**src/rtl/fir_pkg.sv**
```systemverilog
// -----------------------------------------------------------------------------
// fir_pkg
// Shared definitions for the serial-MAC FIR filter: default geometry, bus
// address map, derived accumulator width and the controller state encoding.
// -----------------------------------------------------------------------------
package fir_pkg;

    localparam int NTAP_DEF = 8;   // taps, power of two, 2..32
    localparam int DW_DEF   = 8;   // input sample width (signed)
    localparam int CW_DEF   = 8;   // coefficient width (signed)

    // Wide enough for NTAP worst-case products (-2^(DW-1) * -2^(CW-1)).
    localparam int OW_DEF = DW_DEF + CW_DEF + $clog2(NTAP_DEF);

    localparam logic [15:0] COEF_BASE_DEF = 16'h0040;  // coefficient 0
    localparam logic [15:0] CLR_ADDR_DEF  = 16'h004F;  // write clears ovf

    typedef enum logic [1:0] {
        ST_IDLE = 2'd0,
        ST_MAC  = 2'd1,
        ST_OUT  = 2'd2
    } fir_state_t;

endpackage

```
**src/rtl/fir_coef_bank.sv**
```systemverilog
// -----------------------------------------------------------------------------
// fir_coef_bank
// Coefficient storage for the serial-MAC FIR. Bus writes land in a shadow
// bank; a load strobe copies the whole shadow bank into the active bank that
// the MAC reads, so a write never disturbs a result in progress.
//
// Ports:
//   clk, rstn  clock, asynchronous active-low reset
//   wr         bus write strobe
//   waddr      bus write address (coefficient k at COEF_BASE+k)
//   wdata      bus write data, wdata[CW-1:0] is the coefficient
//   load       copy shadow -> active (sample capture edge)
//   idx        active-bank read index
//   coef       active coefficient at idx (combinational)
//   clr        write to CLR_ADDR decoded this cycle
// -----------------------------------------------------------------------------
module fir_coef_bank
    import fir_pkg::*;
#(
    parameter int          NTAP      = NTAP_DEF,
    parameter int          CW        = CW_DEF,
    parameter logic [15:0] COEF_BASE = COEF_BASE_DEF,
    parameter logic [15:0] CLR_ADDR  = CLR_ADDR_DEF,
    localparam int         IW        = $clog2(NTAP)
) (
    input  logic                 clk,
    input  logic                 rstn,
    input  logic                 wr,
    input  logic [15:0]          waddr,
    input  logic [15:0]          wdata,
    input  logic                 load,
    input  logic [IW-1:0]        idx,
    output logic signed [CW-1:0] coef,
    output logic                 clr
);

    logic signed [CW-1:0] shadow [NTAP];
    logic signed [CW-1:0] active [NTAP];
    logic [15:0]          offset;
    logic                 hit;
    logic                 unused_wdata;

    // Addresses below COEF_BASE wrap to a large offset and fall outside the
    // range, so one unsigned compare covers both ends of the window.
    assign offset = waddr - COEF_BASE;
    assign hit    = wr && (offset < 16'(NTAP));
    assign clr    = wr && (waddr == CLR_ADDR);

    assign unused_wdata = ^wdata[15:CW];

    // NOTE: sequential state is assigned with <= so every register samples
    // pre-edge values; this is what makes load pick up the old shadow value
    // when a bus write hits on the same edge.
    // NOTE: these small register banks are reset explicitly because the
    // filter must start from all-zero coefficients; a large RAM would not be.
    always_ff @(posedge clk or negedge rstn) begin
        if (!rstn) begin
            for (int k = 0; k < NTAP; k++) shadow[k] <= '0;
        end else if (hit) begin
            shadow[offset[IW-1:0]] <= wdata[CW-1:0];
        end
    end

    always_ff @(posedge clk or negedge rstn) begin
        if (!rstn) begin
            for (int k = 0; k < NTAP; k++) active[k] <= '0;
        end else if (load) begin
            for (int k = 0; k < NTAP; k++) active[k] <= shadow[k];
        end
    end

    assign coef = active[idx];

endmodule

```
**src/rtl/fir_serial_mac.sv**
```systemverilog
// -----------------------------------------------------------------------------
// fir_serial_mac
// Time-multiplexed NTAP-tap FIR filter built around a single multiplier-
// accumulator. A sample is accepted in IDLE, then NTAP MAC cycles walk the
// delay line, then OUT publishes the full-precision result with a one-cycle
// out_valid pulse. Samples arriving while busy are dropped and set ovf.
//
// Build option:
//   FIR_OFFSET_BIN_IN_EN  defined: din is offset binary (MSB inverted on entry)
//                         undefined: din is signed two's complement
//
// Ports:
//   clk, rstn   clock, asynchronous active-low reset
//   wr          bus write strobe (shared with the DDS register bus)
//   waddr       bus write address
//   wdata       bus write data
//   in_valid    din qualifier
//   din         input sample
//   in_ready    high while a sample would be accepted (IDLE)
//   out_valid   one-cycle pulse, dout valid
//   dout        filtered sample, signed, held until the next result
//   ovf         sticky: a sample was dropped while busy; cleared via CLR_ADDR
// -----------------------------------------------------------------------------
module fir_serial_mac
    import fir_pkg::*;
#(
    parameter int          NTAP      = NTAP_DEF,
    parameter int          DW        = DW_DEF,
    parameter int          CW        = CW_DEF,
    parameter int          OW        = DW + CW + $clog2(NTAP),
    parameter logic [15:0] COEF_BASE = COEF_BASE_DEF,
    parameter logic [15:0] CLR_ADDR  = CLR_ADDR_DEF
) (
    input  logic                 clk,
    input  logic                 rstn,
    input  logic                 wr,
    input  logic [15:0]          waddr,
    input  logic [15:0]          wdata,
    input  logic                 in_valid,
    input  logic [DW-1:0]        din,
    output logic                 in_ready,
    output logic                 out_valid,
    output logic signed [OW-1:0] dout,
    output logic                 ovf
);

    localparam int IW = $clog2(NTAP);
    localparam int PW = DW + CW;

    fir_state_t           state, state_nx;
    logic                 capture, mac_en, out_en, last_tap, overrun, clr;
    logic [IW-1:0]        idx;
    logic signed [DW-1:0] x [NTAP];
    logic signed [DW-1:0] din_s, x_sel;
    logic signed [CW-1:0] coef_sel;
    logic signed [PW-1:0] prod;
    logic signed [OW-1:0] prod_ext, acc;

`ifdef FIR_OFFSET_BIN_IN_EN
    assign din_s = {~din[DW-1], din[DW-2:0]};
`else
    assign din_s = din;
`endif

    fir_coef_bank #(
        .NTAP      (NTAP),
        .CW        (CW),
        .COEF_BASE (COEF_BASE),
        .CLR_ADDR  (CLR_ADDR)
    ) u_coef_bank (
        .clk   (clk),
        .rstn  (rstn),
        .wr    (wr),
        .waddr (waddr),
        .wdata (wdata),
        .load  (capture),
        .idx   (idx),
        .coef  (coef_sel),
        .clr   (clr)
    );

    // ---------------------------------------------------------------- FSM
    always_ff @(posedge clk or negedge rstn) begin
        if (!rstn) state <= ST_IDLE;
        else       state <= state_nx;
    end

    assign last_tap = (idx == IW'(NTAP - 1));

    // NOTE: every signal written here gets a default first so no path leaves
    // it unassigned; otherwise synthesis would infer a latch.
    always_comb begin
        state_nx = state;
        capture  = 1'b0;
        mac_en   = 1'b0;
        out_en   = 1'b0;
        case (state)
            ST_IDLE: begin
                if (in_valid) begin
                    capture  = 1'b1;
                    state_nx = ST_MAC;
                end
            end
            ST_MAC: begin
                mac_en = 1'b1;
                if (last_tap) state_nx = ST_OUT;
            end
            ST_OUT: begin
                out_en   = 1'b1;
                state_nx = ST_IDLE;
            end
            default: state_nx = ST_IDLE;
        endcase
    end

    assign in_ready = (state == ST_IDLE);
    assign overrun  = in_valid && (state != ST_IDLE);

    // --------------------------------------------------------- delay line
    always_ff @(posedge clk or negedge rstn) begin
        if (!rstn) begin
            for (int k = 0; k < NTAP; k++) x[k] <= '0;
        end else if (capture) begin
            x[0] <= din_s;
            for (int k = 1; k < NTAP; k++) x[k] <= x[k-1];
        end
    end

    // ----------------------------------------------------------------- MAC
    // Operands are sign-extended to the full product width by hand; the low
    // PW bits of the unsigned product are then the exact signed product.
    assign x_sel    = x[idx];
    assign prod     = {{CW{x_sel[DW-1]}}, x_sel} * {{DW{coef_sel[CW-1]}}, coef_sel};
    assign prod_ext = {{(OW - PW){prod[PW-1]}}, prod};

    always_ff @(posedge clk or negedge rstn) begin
        if (!rstn) begin
            acc       <= '0;
            idx       <= '0;
            dout      <= '0;
            out_valid <= 1'b0;
        end else begin
            out_valid <= out_en;
            if (capture) begin
                acc <= '0;
                idx <= '0;
            end else if (mac_en) begin
                acc <= acc + prod_ext;
                idx <= idx + IW'(1);
            end
            if (out_en) dout <= acc;
        end
    end

    // ------------------------------------------------------------ overrun
    // A drop and a clear on the same edge leave the flag set.
    always_ff @(posedge clk or negedge rstn) begin
        if (!rstn)        ovf <= 1'b0;
        else if (overrun) ovf <= 1'b1;
        else if (clr)     ovf <= 1'b0;
    end

endmodule

```
**config.mk**
```make
export PLATFORM = sky130hd
export DESIGN_NAME = fir_serial_mac
export DESIGN_NICKNAME = d
export VERILOG_FILES = /design/src/rtl/fir_pkg.sv /design/src/rtl/fir_coef_bank.sv /design/src/rtl/fir_serial_mac.sv
export SDC_FILE = /design/constraint.sdc
export NUM_CORES = 1
export LEC_CHECK = 0
export ABC_AREA = 0
export BUFFER_PORTS_ARGS = -buffer_cell sky130_fd_sc_hd__buf_4
export CAP_MARGIN = 5
export CORE_MARGIN = 2
export CORE_UTILIZATION = 50
export DETAILED_ROUTE_END_ITERATION = 6
export PLACE_DENSITY = 0.7
export SKIP_CTS_REPAIR_TIMING = 1
export SLEW_MARGIN = 10
export SYNTH_ARGS = -nofsm -noshare
export SYNTH_HDL_FRONTEND = slang
export SYNTH_SLANG_ARGS = --single-unit
```
**constraint.sdc**
```tcl
create_clock -name clk -period 5.9 [get_ports clk]
set_input_delay 1.18 -clock clk [delete_from_list [all_inputs] [get_ports clk]]
set_output_delay 1.18 -clock clk [all_outputs]
set_load 0.02 [all_outputs]
```
==> results of run 1 <==
==> area by class of cell <==
class | instances | area (sq um) | area share, %
clock buffers | 34 | 721 | 4.58
clock inverters | 10 | 110 | 0.700
inverters | 91 | 342 | 2.17
multi-input cells | 863 | 7060 | 44.8
flip-flops and latches | 237 | 5930 | 37.7
well taps | 335 | 419 | 2.66
repair buffers | 134 | 1160 | 7.35
==> metrics by stage <==
stage	utilization [%]	setup WS, ns	total power [mW]	setup TNS (ns)	hold slack [ns]
global route	60.6	-0.0401	6.33	-0.107	0.465
detailed placement	55.5	-0.0725	4.21	-0.178	0.444
floorplan	-	0.00247	3.47	0	0.432
global placement	55.5	-0.0413	4.15	-0.0762	0.440
finish	60.6	0.114	5.94	0	0.460
CTS	58.7	-0.110	5.79	-0.295	0.453
==> flip-flops by register name, indices dropped and copies added, names as in the netlist <==
| register | count |
|---|---|
| dout | 19 |
| ovf | 1 |
| acc | 19 |
| idx | 3 |
| state | 2 |
| out_valid | 1 |
| u_coef_bank.shadow | 64 |
| x | 64 |
| u_coef_bank.active | 64 |
==> kinds of logic (layout without fill, tap and decap cells) <==
kind of cell	count (synthesis)	after routing
simple gates	525	525
xor+xnor	19	19
compound gates	61	61
mux	128	128
flops	237	237
buf+inv	145	269
fa+ha+maj	130	130
==> cells in the final DEF, fill, tap and decap left out, types with 4 or more instances in the layout <==
| master | netlist | final |
|---|---|---|
| nand2_1 | 418 | 417 |
| buf_6 | 0 | 10 |
| nor3_1 | 5 | 4 |
| mux4_2 | 32 | 32 |
| buf_12 | 0 | 7 |
| mux2i_1 | 15 | 8 |
| nor2b_1 | 9 | 7 |
| o31ai_1 | 6 | 6 |
| nand2b_1 | 16 | 16 |
| clkbuf_1 | 42 | 4 |
| a21o_1 | 5 | 5 |
| clkinv_2 | 0 | 5 |
| xor2_1 | 6 | 6 |
| dfrtp_1 | 237 | 236 |
| xnor2_1 | 13 | 13 |
| a21oi_1 | 8 | 6 |
| nand3_1 | 9 | 9 |
| buf_4 | 1 | 115 |
| o21ai_0 | 28 | 23 |
| nor2_1 | 49 | 48 |
| mux2_2 | 80 | 77 |
| clkbuf_16 | 0 | 27 |
| ha_1 | 46 | 36 |
| ha_4 | 0 | 10 |
| clkbuf_8 | 0 | 4 |
| inv_1 | 91 | 88 |
| fa_1 | 84 | 81 |
| mux2i_2 | 0 | 4 |
==> report_power, final <==
| part | internal [mW] | switching, mW |
|---|---|---|
| registers | 1.95 | 0.252 |
| logic | 0.992 | 1.19 |
| clock network | 0.905 | 0.650 |
==> worst min-delay path by stage <==
stage / depth (start not counted) / from / slack [ns] / to
6_report: 2 / u_coef_bank.shadow[3]$_DFFE_PN0P_ / 0.46 / u_coef_bank.active[3]$_DFFE_PN0P_
3_5_place_dp: 2 / u_coef_bank.shadow[1]$_DFFE_PN0P_ / 0.44 / u_coef_bank.active[1]$_DFFE_PN0P_
3_3_place_gp: 2 / u_coef_bank.shadow[1]$_DFFE_PN0P_ / 0.44 / u_coef_bank.active[1]$_DFFE_PN0P_
2_1_floorplan: 2 / u_coef_bank.shadow[40]$_DFFE_PN0P_ / 0.43 / u_coef_bank.active[40]$_DFFE_PN0P_
4_1_cts: 2 / u_coef_bank.shadow[3]$_DFFE_PN0P_ / 0.45 / u_coef_bank.active[3]$_DFFE_PN0P_
5_1_grt: 2 / u_coef_bank.shadow[1]$_DFFE_PN0P_ / 0.47 / u_coef_bank.active[1]$_DFFE_PN0P_
==> cell usage after synthesis, types with 3 or more instances <==
cell	count
and2_1	3
a21o_1	5
xnor2_1	13
o31ai_1	6
buf_2	6
nand2b_1	16
nor2_1	49
dfrtp_1	237
nand3_1	9
mux2i_1	15
nor2b_1	9
mux2_2	80
inv_1	91
mux4_2	32
clkbuf_1	42
fa_1	84
nand2_1	418
o21ai_0	28
xor2_1	6
a21oi_1	8
nor3_1	5
buf_1	5
a211oi_1	3
ha_1	46
==> routing by layer <==
| layer | global-route usage, % | wire length [um] | vias to the layer above | share of wire, % |
|---|---|---|---|---|
| li1 | - | - | 4214 | - |
| met3 | 2.69 | 1210 | 37 | 4.4 |
| met4 | 3.86 | 542 | 0 | 2.0 |
| met2 | 32.7 | 13600 | 164 | 49 |
| met1 | 29.6 | 12300 | 4557 | 44 |
| met5 | 0 | 0 | - | 0 |
==> critical path, delay by kind of cell (launching register included) <==
family	cells	cell delay (ns)
flip-flops	1	0.44
buffers and inverters	4	0.53
AO/OA/AOI/OAI	4	0.69
multiplexers	2	0.84
AND/OR/NAND/NOR	3	0.60
adder cells (fa/ha/maj)	6	2.60
==> results.cfg, run 1 <==
[outcome]
status = completed

[setup_path]
cp.arrival_ns = 6.26
crit_top_cell = fa_1
critPathMaxFanout = 7
worstPathRequired_ns = 6.38
crit_path_end = acc[15]$_DFFE_PN0P_
cp_slowest_cell = fa_1
startpoint = idx[0]$_DFFE_PN0P_
worst_setup_path_end_kind = flip-flop
path_class = flip-flop to flip-flop
cpPeakStageDelay_ns = 0.55
r2r_cells = 19
r2r_slack_ns = 0.11
r2r_start = idx[0]$_DFFE_PN0P_
crit_chain = buf_4 > buf_12 > mux4_2 > mux2_4 > nor2b_4 > buf_12 > buf_4 > fa_1 > fa_1 > fa_1 > fa_1 > ha_1 > ha_4 > o21ai_0 > nor2_1 > a21boi_4 > a31oi_4 > nor4_1 > a221o_1
r2r-end = acc[15]$_DFFE_PN0P_
cp-start-kind = flip-flop

[grt]
grt_pass1_vias = 9033
grt_max_degree = 133
antenna_found_initial = 0
grt_use_total_pct = 20.2
overflow = 0
grt_pass1_wl_um = 45800

[sta]
post-route-min-period_ns = 5.79
setup_viol = 0
max_freq_mhz = 173
tightest_slew_ns = 1.17
skew_ns = 0.0170
timing_hold_violations_final = 0
finalMaxSlewViolations = 0
rsz0062_at_grt = true
period_share_pct = 98.1
relSlewSlack_pct = 22.0

[cells_and_area]
fin_cells = 1704
fin_area_sq_um = 15700
fill_cells = 2109
syn_to_final_growth_pct = 18.9
num_antenna_cells = 0
final_nets = 1527
layout-drive-gt1-share_pct = 24.7

[place]
place_hpwl_um = 18000
io_buffers = 57
placed_cell_area_sq_um = 14400
dp_cells = 1640
place_congestion = 0.863

[synth]
synth-async-reset-ratio_pct = 100
synth_edf_count = 0
avgSynthCellArea_sq_um = 10.6
yosys.area.top_type = dfrtp_1
synth-simple-area-share_pct = 16.4
ys_ff_latch = 237
synthAdderAreaFrac_pct = 17.1
netlist_area_sq_um = 13200
synthMuxAreaShare_pct = 13.5
synth.top_cell.area_share_pct = 44.8
yosys.cell_types.count = 48
synth-seq-area-share_pct = 44.8
synth_top_family_by_area = adder cells
synth_fp_nets = 1419
synthXorXnorAreaFrac_pct = 1.26
yosysWarnings = 0
synthTopCellsByArea = dfrtp_1 45%, fa_1 13%, nand2_1 12%, mux2_2 6.8%, mux4_2 5.4%
synth-compound-area-share_pct = 2.83
netlist_instances = 1245
synthFlopType = dfrtp_1

[cts]
cts-root-buf = clkbuf_16
cts_buffer_depth = 3
clk_pin_slew_ns = 0.06
clock_latency_ns = 0.55
cts_tree = yes
cts_sinks = 237
cts_buffers = 26
h-tree-depth = 1

[power]
vdd_ir_drop_max_mv = 0.282
p_leak_nw = 8.22
power_density_nw_per_um2 = 378

[floorplanning]
die_area_sq_um = 27800
io-pin-count = 66
start_util_pct = 50.9
rows = 59
die_x_um = 167
core-area_sq_um = 26000
fp.dieH_um = 167

[hold_path]
hold_class = flip-flop to flip-flop

[route]
routedWlPerCell_um = 16.2
drc = 0
wirelength_um = 27600
drtPass1Iterations = 5
vias = 8972
ant_nets = 0
drtIter0Drc = 603
viasPerCell = 5.27

[job]
cap_violations = 0
Note: power is estimated with default switching activity, not from simulation.
==> run 2: changes to the inputs <==
- SETUP_SLACK_MARGIN: not set -> 0.15
==> run 2 against run 1 <==
  * Power grew 3.2%
  * Hold slack lost 0.0029 ns
  * Via count grew 0.30%
  * Clock-buffer cell count grew 4
  * Flip-flop and latch count is the same
  * Critical path depth is the same
  * Critical endpoint is now acc[17]$_DFFE_PN0P_
  * Highest routed layer unchanged
==> results.cfg, run 2 (synthesis gave the netlist of run 1 again) <==
[outcome]
status = completed

[cts]
cts_sinks = 237
cts_buffers = 27
clock_latency_ns = 0.54
clk_pin_slew_ns = 0.06
cts_buffer_depth = 3
h-tree-depth = 1
cts_tree = yes
cts-root-buf = clkbuf_16

[cells_and_area]
final_common_cell = nand2_1
num_antenna_cells = 0
layout-drive-gt1-share_pct = 26.4
layout_common_cells = 417 x nand2_1, 236 x dfrtp_1, 110 x buf_4
syn_to_final_growth_pct = 20.3
fin_cells = 1704
final_nets = 1522
top_regs = u_coef_bank.active (64), u_coef_bank.shadow (64), x (64)
fin_util_pct = 61.3

[sta]
tns_ns = 0
rsz0062_at_grt = true
finalMaxSlewViolations = 0
skew_ns = 0.0134
timing_hold_violations_final = 0
finalWorstSetupSlack_ns = 0.117
post-route-min-period_ns = 5.78
max_freq_mhz = 173
period_share_pct = 98.0
tightest_slew_ns = 1.02
setup_viol = 0
relSlewSlack_pct = 32.3

[power]
p_leak_nw = 8.26
power_density_nw_per_um2 = 385
power_mw = 6.13
vdd_ir_drop_max_mv = 0.301

[grt]
grt_pass1_vias = 8978
grt_max_degree = 166
overflow = 0
grt_pass1_wl_um = 45300
grt_use_total_pct = 20.0
antenna_found_initial = 0

[route]
vias = 8999
routedWlPerCell_um = 16.4
drtIter0Drc = 602
viasPerCell = 5.28
wirelength_um = 27900
drtPass1Iterations = 5
drc = 0
ant_nets = 0

[setup_path]
cp-start-kind = flip-flop
critPathMaxFanout = 8
worstPathRequired_ns = 6.32
cp.arrival_ns = 6.21
path_class = flip-flop to flip-flop
worst_setup_path_end_kind = flip-flop

[floorplanning]
die_x_um = 167
fp.dieH_um = 167
die_area_sq_um = 27800
rows = 59
start_util_pct = 50.9
core-area_sq_um = 26000
io-pin-count = 66

[place]
io_buffers = 57
place_hpwl_um = 18000
place_ws_ns = -0.130
place_congestion = 0.853
dp_cells = 1639

[job]
cap_violations = 0

[hold_path]
hold_class = flip-flop to flip-flop
==> run 2: final timing paths <==
kind	start	end	slack [ns]	cells after the start
hold reg to reg	u_coef_bank.shadow[42]$_DFFE_PN0P_	u_coef_bank.active[42]$_DFFE_PN0P_	0.46	2
setup reg to reg	idx[0]$_DFFE_PN0P_	acc[17]$_DFFE_PN0P_	0.12	19
max in group asynchronous	rstn	idx[0]$_DFFE_PN0P_	3.91	2
setup / recovery	idx[0]$_DFFE_PN0P_	acc[17]$_DFFE_PN0P_	0.12	19
min in group asynchronous	rstn	x[19]$_DFFE_PN0P_	0.59	1
hold / removal	u_coef_bank.shadow[42]$_DFFE_PN0P_	u_coef_bank.active[42]$_DFFE_PN0P_	0.46	2
==> run 2: stage by stage <==
step	hold slack (ns)	instance area (sq um)
floorplan	0.432	13400
global placement	0.441	14400
detailed placement	0.443	14400
CTS	0.459	15400
global route	0.467	15900
finish	0.457	15900
==> run 2: worst max-delay path, cell delays in order, from the launching register on <==
cell and delay [ns]:
dfrtp_2 0.55, buf_12 0.19, mux4_2 0.54, mux2i_4 0.22, buf_4 0.23, nor2b_1 0.09
fa_1 0.57, inv_1 0.08, fa_1 0.51, inv_1 0.05, fa_1 0.49, fa_1 0.42
ha_1 0.34, ha_4 0.18, a21o_1 0.18, a21o_1 0.20, or3_4 0.35, a31oi_4 0.17
mux2i_1 0.23, nand2_1 0.08
==> run 2: layer usage <==
metal / track usage (%) / up-vias / wire length, um
li1: - / 4212 / -
met1: 29.0 / 4566 / 12700
met2: 32.5 / 182 / 13500
met3: 2.42 / 39 / 1100
met4: 4.95 / 0 / 607
met5: 0 / - / 0
==> run 2: layout make-up <==
type | instances | area, sq um
Clock inverter | 12 | 135
Fill cell | 2098 | 10100
Inverter | 91 | 342
Tap cell | 335 | 419
Timing Repair Buffer | 128 | 1110
Multi-Input combinational cell | 863 | 7180
Clock buffer | 38 | 797
Sequential cell | 237 | 5930
==> run 2: where the power goes <==
group	switching, mW	internal, mW
sequential	0.260	1.95
clock	0.680	1.04
combinational	1.20	1.01
